File: src/rtl/axis_mux_arb_if.sv
// Bundle of the AXI-Stream signals around the packet mux: NUM_CH slave lanes in, one master lane out.
// Latency: none, wires only.
// Backpressure: S_TREADY flows upstream, M_TREADY flows in from downstream.
//
// Ports / signals:
//   S_TDATA  [NUM_CH*DATA_WIDTH]  channel i data at [i*DATA_WIDTH +: DATA_WIDTH]
//   S_TVALID / S_TLAST / S_TREADY [NUM_CH]  one bit per channel
//   M_TDATA [DATA_WIDTH], M_TVALID, M_TLAST, M_TREADY, M_TID [CW]
// Modports:
//   slave  - the mux itself: consumes the S lanes, produces the M lane
//   master - the surrounding environment: produces the S lanes, consumes the M lane
interface axis_mux_arb_if #(
  parameter int DATA_WIDTH = 8,
  parameter int NUM_CH     = 4,
  parameter int CW         = ($clog2(NUM_CH) > 1) ? $clog2(NUM_CH) : 1
);
  logic [NUM_CH*DATA_WIDTH-1:0] S_TDATA;
  logic [NUM_CH-1:0]            S_TVALID;
  logic [NUM_CH-1:0]            S_TLAST;
  logic [NUM_CH-1:0]            S_TREADY;

  logic [DATA_WIDTH-1:0]        M_TDATA;
  logic                         M_TVALID;
  logic                         M_TLAST;
  logic                         M_TREADY;
  logic [CW-1:0]                M_TID;

  modport slave (
    input  S_TDATA, S_TVALID, S_TLAST, M_TREADY,
    output S_TREADY, M_TDATA, M_TVALID, M_TLAST, M_TID
  );

  modport master (
    output S_TDATA, S_TVALID, S_TLAST, M_TREADY,
    input  S_TREADY, M_TDATA, M_TVALID, M_TLAST, M_TID
  );
endinterface

File: src/rtl/axis_mux_arb.sv
// Packet-locked AXI-Stream N:1 mux; channel picked by sel (MODE=0) or round-robin (MODE=1).
// Latency: 1 arbitration cycle per packet, then 1 registered cycle per beat; 1 beat/cycle inside a packet.
// Backpressure: S_TREADY of the granted channel is (!M_TVALID || M_TREADY); output beat held while stalled.
//
// Ports:
//   ACLK      sole clock, rising edge
//   ARESET    synchronous active-high reset
//   sel       requested channel, only looked at in MODE=0 while idle
//   bus       axis_mux_arb_if.slave: S_* lanes in, M_* lane out, M_TID = source channel of the beat
//   PKT_CNT   16-bit wrapping count of TLAST beats handed off on the M side
module axis_mux_arb #(
  parameter  int DATA_WIDTH = 8,
  parameter  int NUM_CH     = 4,
  parameter  int MODE       = 0,
  localparam int CW         = ($clog2(NUM_CH) > 1) ? $clog2(NUM_CH) : 1
) (
  input  logic          ACLK,
  input  logic          ARESET,
  input  logic [CW-1:0] sel,
  axis_mux_arb_if.slave bus,
  output logic [15:0]   PKT_CNT
);

  typedef enum logic {
    IDLE   = 1'b0,
    LOCKED = 1'b1
  } state_t;

  // FSM and arbitration state
  state_t                r_state;
  state_t                w_state_nxt;
  logic [CW-1:0]         r_grant;
  logic [CW-1:0]         w_grant_nxt;
  logic [CW-1:0]         r_last_grant;
  logic [CW-1:0]         w_last_grant_nxt;

  // output register stage
  logic [DATA_WIDTH-1:0] r_m_tdata;
  logic                  r_m_tvalid;
  logic                  r_m_tlast;
  logic [CW-1:0]         r_m_tid;
  logic [15:0]           r_pkt_cnt;

  // combinational helpers
  logic                  w_out_free;
  logic                  w_accept;
  logic                  w_m_hs;
  logic                  w_req_vld;
  logic [CW-1:0]         w_req_ch;
  logic                  w_sel_vld;
  logic                  w_sel_last;
  logic [DATA_WIDTH-1:0] w_sel_data;
  logic [NUM_CH-1:0]     w_s_tready;

  // The output register can take a beat when empty or when its beat leaves this cycle.
  assign w_out_free = !r_m_tvalid || bus.M_TREADY;
  assign w_m_hs     = r_m_tvalid && bus.M_TREADY;
  assign w_accept   = (r_state == LOCKED) && w_sel_vld && w_out_free;

  // Mux the currently granted channel.
  always_comb begin
    w_sel_vld  = 1'b0;
    w_sel_last = 1'b0;
    w_sel_data = '0;
    for (int i = 0; i < NUM_CH; i++) begin
      if (r_grant == CW'(i)) begin
        w_sel_vld  = bus.S_TVALID[i];
        w_sel_last = bus.S_TLAST[i];
        w_sel_data = bus.S_TDATA[i*DATA_WIDTH +: DATA_WIDTH];
      end
    end
  end

  // Request picking, only consumed in IDLE.
  // Round-robin walks last_grant+1, +2, ... wrapping; the loop runs from the far end
  // toward the near end so the closest valid channel is the last (winning) write.
  // A sel value beyond NUM_CH-1 simply never matches a channel.
  always_comb begin
    w_req_vld = 1'b0;
    w_req_ch  = r_grant;
    if (MODE == 0) begin
      for (int i = 0; i < NUM_CH; i++) begin
        if ((sel == CW'(i)) && bus.S_TVALID[i]) begin
          w_req_vld = 1'b1;
          w_req_ch  = CW'(i);
        end
      end
    end else begin
      for (int k = NUM_CH; k >= 1; k--) begin
        for (int i = 0; i < NUM_CH; i++) begin
          if ((i == ((int'(r_last_grant) + k) % NUM_CH)) && bus.S_TVALID[i]) begin
            w_req_vld = 1'b1;
            w_req_ch  = CW'(i);
          end
        end
      end
    end
  end

  // Next-state logic. The lock is only ever released by an accepted TLAST beat.
  always_comb begin
    w_state_nxt      = r_state;
    w_grant_nxt      = r_grant;
    w_last_grant_nxt = r_last_grant;
    case (r_state)
      IDLE: begin
        if (w_req_vld) begin
          w_state_nxt = LOCKED;
          w_grant_nxt = w_req_ch;
          if (MODE != 0) begin
            w_last_grant_nxt = w_req_ch;
          end
        end
      end
      LOCKED: begin
        if (w_accept && w_sel_last) begin
          w_state_nxt = IDLE;
        end
      end
      default: begin
        w_state_nxt = IDLE;
      end
    endcase
  end

  // Only the granted channel sees ready, and only while locked; IDLE is the arbitration bubble.
  always_comb begin
    w_s_tready = '0;
    if (r_state == LOCKED) begin
      for (int i = 0; i < NUM_CH; i++) begin
        if (r_grant == CW'(i)) begin
          w_s_tready[i] = w_out_free;
        end
      end
    end
  end

  always_ff @(posedge ACLK) begin
    if (ARESET) begin
      r_state      <= IDLE;
      r_grant      <= '0;
      // Channel 0 gets first round-robin priority out of reset.
      r_last_grant <= CW'(NUM_CH - 1);
    end else begin
      r_state      <= w_state_nxt;
      r_grant      <= w_grant_nxt;
      r_last_grant <= w_last_grant_nxt;
    end
  end

  // Output register: load on accept, otherwise drain on handshake; data/last/id hold when drained.
  always_ff @(posedge ACLK) begin
    if (ARESET) begin
      r_m_tvalid <= 1'b0;
      r_m_tlast  <= 1'b0;
      r_m_tdata  <= '0;
      r_m_tid    <= '0;
    end else if (w_accept) begin
      r_m_tvalid <= 1'b1;
      r_m_tlast  <= w_sel_last;
      r_m_tdata  <= w_sel_data;
      r_m_tid    <= r_grant;
    end else if (w_m_hs) begin
      r_m_tvalid <= 1'b0;
    end
  end

  // Completed-packet counter, free-running wrap at 16 bits.
  always_ff @(posedge ACLK) begin
    if (ARESET) begin
      r_pkt_cnt <= '0;
    end else if (w_m_hs && r_m_tlast) begin
      r_pkt_cnt <= r_pkt_cnt + 16'd1;
    end
  end

  assign bus.S_TREADY = w_s_tready;
  assign bus.M_TDATA  = r_m_tdata;
  assign bus.M_TVALID = r_m_tvalid;
  assign bus.M_TLAST  = r_m_tlast;
  assign bus.M_TID    = r_m_tid;
  assign PKT_CNT      = r_pkt_cnt;

endmodule
File: src/flat_wrapper.sv
// flat-port wrapper written by rule: the top's interface ports become plain ports
module axis_mux_arb_flat 
#(
  parameter  int DATA_WIDTH = 8,
  parameter  int NUM_CH     = 4,
  parameter  int MODE       = 0,
  localparam int CW         = ($clog2(NUM_CH) > 1) ? $clog2(NUM_CH) : 1
)
  (ACLK, ARESET, sel, PKT_CNT, bus_S_TDATA, bus_S_TVALID, bus_S_TLAST, bus_M_TREADY, bus_S_TREADY, bus_M_TDATA, bus_M_TVALID, bus_M_TLAST, bus_M_TID);
  axis_mux_arb_if #(.DATA_WIDTH(DATA_WIDTH), .NUM_CH(NUM_CH)) bus_i ();
  input  logic ACLK;
  input  logic ARESET;
  input  logic [CW-1:0] sel;
  output logic [15:0] PKT_CNT;
  input wire logic [$bits(bus_i.S_TDATA)-1:0] bus_S_TDATA;
  input wire logic [$bits(bus_i.S_TVALID)-1:0] bus_S_TVALID;
  input wire logic [$bits(bus_i.S_TLAST)-1:0] bus_S_TLAST;
  input wire logic [$bits(bus_i.M_TREADY)-1:0] bus_M_TREADY;
  output wire logic [$bits(bus_i.S_TREADY)-1:0] bus_S_TREADY;
  output wire logic [$bits(bus_i.M_TDATA)-1:0] bus_M_TDATA;
  output wire logic [$bits(bus_i.M_TVALID)-1:0] bus_M_TVALID;
  output wire logic [$bits(bus_i.M_TLAST)-1:0] bus_M_TLAST;
  output wire logic [$bits(bus_i.M_TID)-1:0] bus_M_TID;
  assign bus_i.S_TDATA = bus_S_TDATA;
  assign bus_i.S_TVALID = bus_S_TVALID;
  assign bus_i.S_TLAST = bus_S_TLAST;
  assign bus_i.M_TREADY = bus_M_TREADY;
  assign bus_S_TREADY = bus_i.S_TREADY;
  assign bus_M_TDATA = bus_i.M_TDATA;
  assign bus_M_TVALID = bus_i.M_TVALID;
  assign bus_M_TLAST = bus_i.M_TLAST;
  assign bus_M_TID = bus_i.M_TID;
  axis_mux_arb #(.DATA_WIDTH(DATA_WIDTH), .NUM_CH(NUM_CH), .MODE(MODE)) u_core (.ACLK(ACLK), .ARESET(ARESET), .sel(sel), .bus(bus_i), .PKT_CNT(PKT_CNT));
endmodule
File: config.mk
export PLATFORM = sky130hd
export DESIGN_NAME = axis_mux_arb_flat
export DESIGN_NICKNAME = d
export VERILOG_FILES = /design/src/rtl/axis_mux_arb_if.sv /design/src/rtl/axis_mux_arb.sv /design/src/flat_wrapper.sv
export SDC_FILE = /design/constraint.sdc
export NUM_CORES = 1
export LEC_CHECK = 0
export CAP_MARGIN = 20
export CORE_UTILIZATION = 44
export CTS_CLUSTER_DIAMETER = 30
export DETAILED_ROUTE_END_ITERATION = 16
export PLACE_DENSITY = 0.94
export SKIP_LAST_GASP = 1
export SLEW_MARGIN = 25
export SYNTH_ARGS = -nofsm -noshare
export SYNTH_HDL_FRONTEND = slang
export SYNTH_SLANG_ARGS = --single-unit
File: constraint.sdc
create_clock -name ACLK -period 4.58 [get_ports ACLK]
set_input_delay 0.916 -clock ACLK [delete_from_list [all_inputs] [get_ports ACLK]]
set_output_delay 0.916 -clock ACLK [all_outputs]
set_load 0.02 [all_outputs]
==> metrics.md <==
| Metric | Value |
|---|---|
| Total Power | `0.613 mW` |
| Vias/cell | `5.37` |
| Avg Cell Area, Syn | `a little over 10 um^2` |
| Post-synth EDFFs | `0` |
| RePlAce Congestion | `between 0.7 and 0.8` |
| CTS HTree Levels | `2` |
| Mapped Cells | `159` |
| Synth cell types | `34` |
| Max Slew Vio Count | `0` |
| Kind of critical path | `in -> out` |
| Synth Warn # | `0` |
| Sequential share of the synthesized area | `0.383` |
| Critical Path, Cell by Cell | `clkdlybuf4s50_1, nand2b_1, nand3_1, nor2_1, clkdlybuf4s50_1` |
| Total of max-cap violations | `0` |
| Clock transition at path regs | `0.06 ns` |
| Post-route ant nets | `0` |
| CTS Buffer Depth | `2` |
| Min Tclk post-route | `approximately 3.5 ns` |
| Routed wire length | `3.98 mm` |
| Share of cells above drive strength 1 | `0.119` |
| Largest net degree at the start of global routing | `32` |
| Top Usage Layer GRT | `met2` |
| 1st-iter DRT viols | `between 60 and 70` |
| CTS Root Buffer Type | `clkbuf_8` |
| Setup TNS | `0 ns` |
| Most common cell after layout, fill and taps aside | `clkdlybuf4s50_1` |
| Tcrit/Tclk final | `0.756` |
| Met3 GRT Util | `0.0912` |
| Met1 usage | `0.220` |
| Met2 Track Usage GR | `0.393` |
| Port Buf Inserts | `76` |
| Die Y | `62.7 um` |
| Synth Register Bits | `31` |
| WP data required | `3.66 ns` |
| Worst VDD drop | `0.115 mV` |
| Post-Syn Area | `1620 um^2` |
| Area share of the largest cell type after synthesis | `0.383` |
| Initial antenna violation count | `0` |
| P_leak | `0.907 nW` |
| Clock Skews | `roughly 0.0015 ns` |
| TritonCTS clock tree | `yes` |
| Most frequent cells in the layout | `clkdlybuf4s50_1 (75), dfxtp_1 (31), nor2_1 (22), mux2i_1 (14), a21oi_1 (12)` |
| Hold Path Class | `reg -> reg` |
| HP Start | `u_core.PKT_CNT[15]` |
| Nets | `between 200 and 300` |
| Crit path launch | `bus_M_TREADY` |
| CP max stage delay | `approximately 0.63 ns` |
| Ys flop type | `dfxtp_1` |
| Multi-input logic area | `around 900 um^2` |
| Post-CTS setup buffers | `0` |
| CTS Buf Count | `5` |
| Global route total overflow | `0` |
| Register Area | `621 um^2` |
| Synthesis-to-finish area growth | `51.7%` |
| First-pass GRT wire length | `6.58 mm` |
| Vias | `1509` |
| RSZ-0062 raised after global routing | `false` |
| Area of the die | `3930 um^2` |
| First-pass DRT Iterations | `4` |
| Critical Path Fanout Max | `5` |
| Filler Cell Count | `254` |
| Global-route usage over all layers | `0.219` |
| Clk_lat worst skew | `0.29 ns` |
| Synth async-reset ratio | `0` |
| Setup-failing EPs final | `0` |
| CP arrival | `2.55 ns` |
| Core Area | `3440 um^2` |
| Worst path most repeated cell | `clkdlybuf4s50_1` |
| Synth top area cells | `dfxtp_1 (38%), mux4_2 (14%), mux2i_1 (8.7%)` |
| Post-route DRC | `0` |
| HPWL after DPL | `slightly above 3 mm` |
| Slowest cell on crit path | `clkdlybuf4s50_1` |
| Post-CTS sizing | `0` |
| Wirelength per Cell | `around 14 um` |
| Largest area contributor in the netlist | `dfxtp_1` |
| Critical R2R Launch | `u_core.r_grant[1]` |
| IO Pins | `77` |
| Worst-Margin Slew | `0.710 ns` |
| Sink Count | `31` |
| Die width | `~63 um` |
| Final hold violation count | `0` |
| Row count | `21` |
| Antenna Cells | `0` |
| Crit start category | `primary input` |
| Status | `completed` |
| Fmax | `about 290 MHz` |
| Post-synthesis net count | `205` |
| Cts-stage hold buffer count | `0` |
| Slew headroom | `0.526` |
| Vias in the first global route | `approximately 1500` |
| Crit. End Element | `output port` |
| Initial Util | `0.470` |
| PD cells | `249 nW/um^2` |
## sequential cells by signal (all words and copies together), names as in the netlist
| name | cells |
|---|---|
| u_core.bus.M_TDATA | 8 |
| u_core.bus.M_TID | 2 |
| u_core.bus.M_TLAST | 1 |
| u_core.bus.M_TVALID | 1 |
| u_core.PKT_CNT | 16 |
| u_core.r_state | 1 |
| u_core.r_grant | 2 |
## cell families after synthesis
family / Yosys count / share of synthesized area
multiplexers: 24 / 0.226
buffers and inverters: 11 / 0.0448
flip-flops: 31 / 0.383
XOR/XNOR: 8 / 0.0433
adder cells (fa/ha/maj): 1 / 0.00773
AND/OR/NAND/NOR: 62 / 0.218
AO/OA/AOI/OAI: 22 / 0.0773
## layer usage
layer  share of wire  vias to the layer above  wire [um]
met5               0                        -          0
met4           0.020                        0         80
met3           0.079                        9        316
met2            0.52                       59       2070
met1            0.38                      712       1510
li1                -                      729          -
## worst paths after layout
kind                           end  slack, ns  cells after the start
max                bus_S_TREADY[1]       1.12                      5
min             u_core.PKT_CNT[15]       0.48                      2
max reg2reg  u_core.bus.M_TDATA[7]       2.43                      4
min reg2reg     u_core.PKT_CNT[15]       0.48                      2
## power breakdown
part / internal, mW / switching, mW / total [mW]
registers: 0.278 / 0.00991 / 0.288
clock network: 0.106 / 0.101 / 0.208
logic: 0.0733 / 0.0440 / 0.117
total: 0.457 / 0.155 / 0.613
## worst max-delay path: cells and delay by family
| family | cells | cell delay (ns) |
|---|---|---|
| buffers and inverters | 2 | 1.10 |
| and+or+nand+nor | 3 | 0.53 |
## metrics by stage
| step | std cells | setup slack, ns | hold slack (ns) | area [um^2] | utilization |
|---|---|---|---|---|---|
| final | 281 | 1.12 | 0.485 | 2460 | 0.714 |
| after global routing | 281 | 0.996 | 0.512 | 2460 | 0.714 |
| after CTS | 281 | 1.11 | 0.485 | 2460 | 0.715 |
| after detailed placement | 273 | 1.11 | 0.474 | 2380 | 0.691 |
| after global placement | 273 | 1.21 | 0.463 | 2380 | 0.691 |
| after floorplan | 159 | 2.03 | 0.513 | 1620 | - |
## cell type report
type                       instances  area share
multi-input combinational        117       0.377
timing repair buffer              77       0.311
sequential                        31       0.253
clock buffer                       7      0.0311
tap                               46      0.0234
inverter                           2     0.00306
clock inverter                     1     0.00204
## synthesized netlist by cell type (2+ instances only)
library cell	n
nor3_1	2
or3_2	2
o31ai_1	4
nand2_1	9
buf_2	2
o21ai_0	4
a21oi_1	12
dfxtp_1	31
nand2b_1	3
xor2_1	7
buf_6	3
nand3_1	3
or4_1	4
clkbuf_1	2
nor2_1	22
nand4_1	6
or2_2	2
inv_1	2
and3_4	2
mux4_2	10
mux2i_1	14
Power figures use the tool's default switching activity.
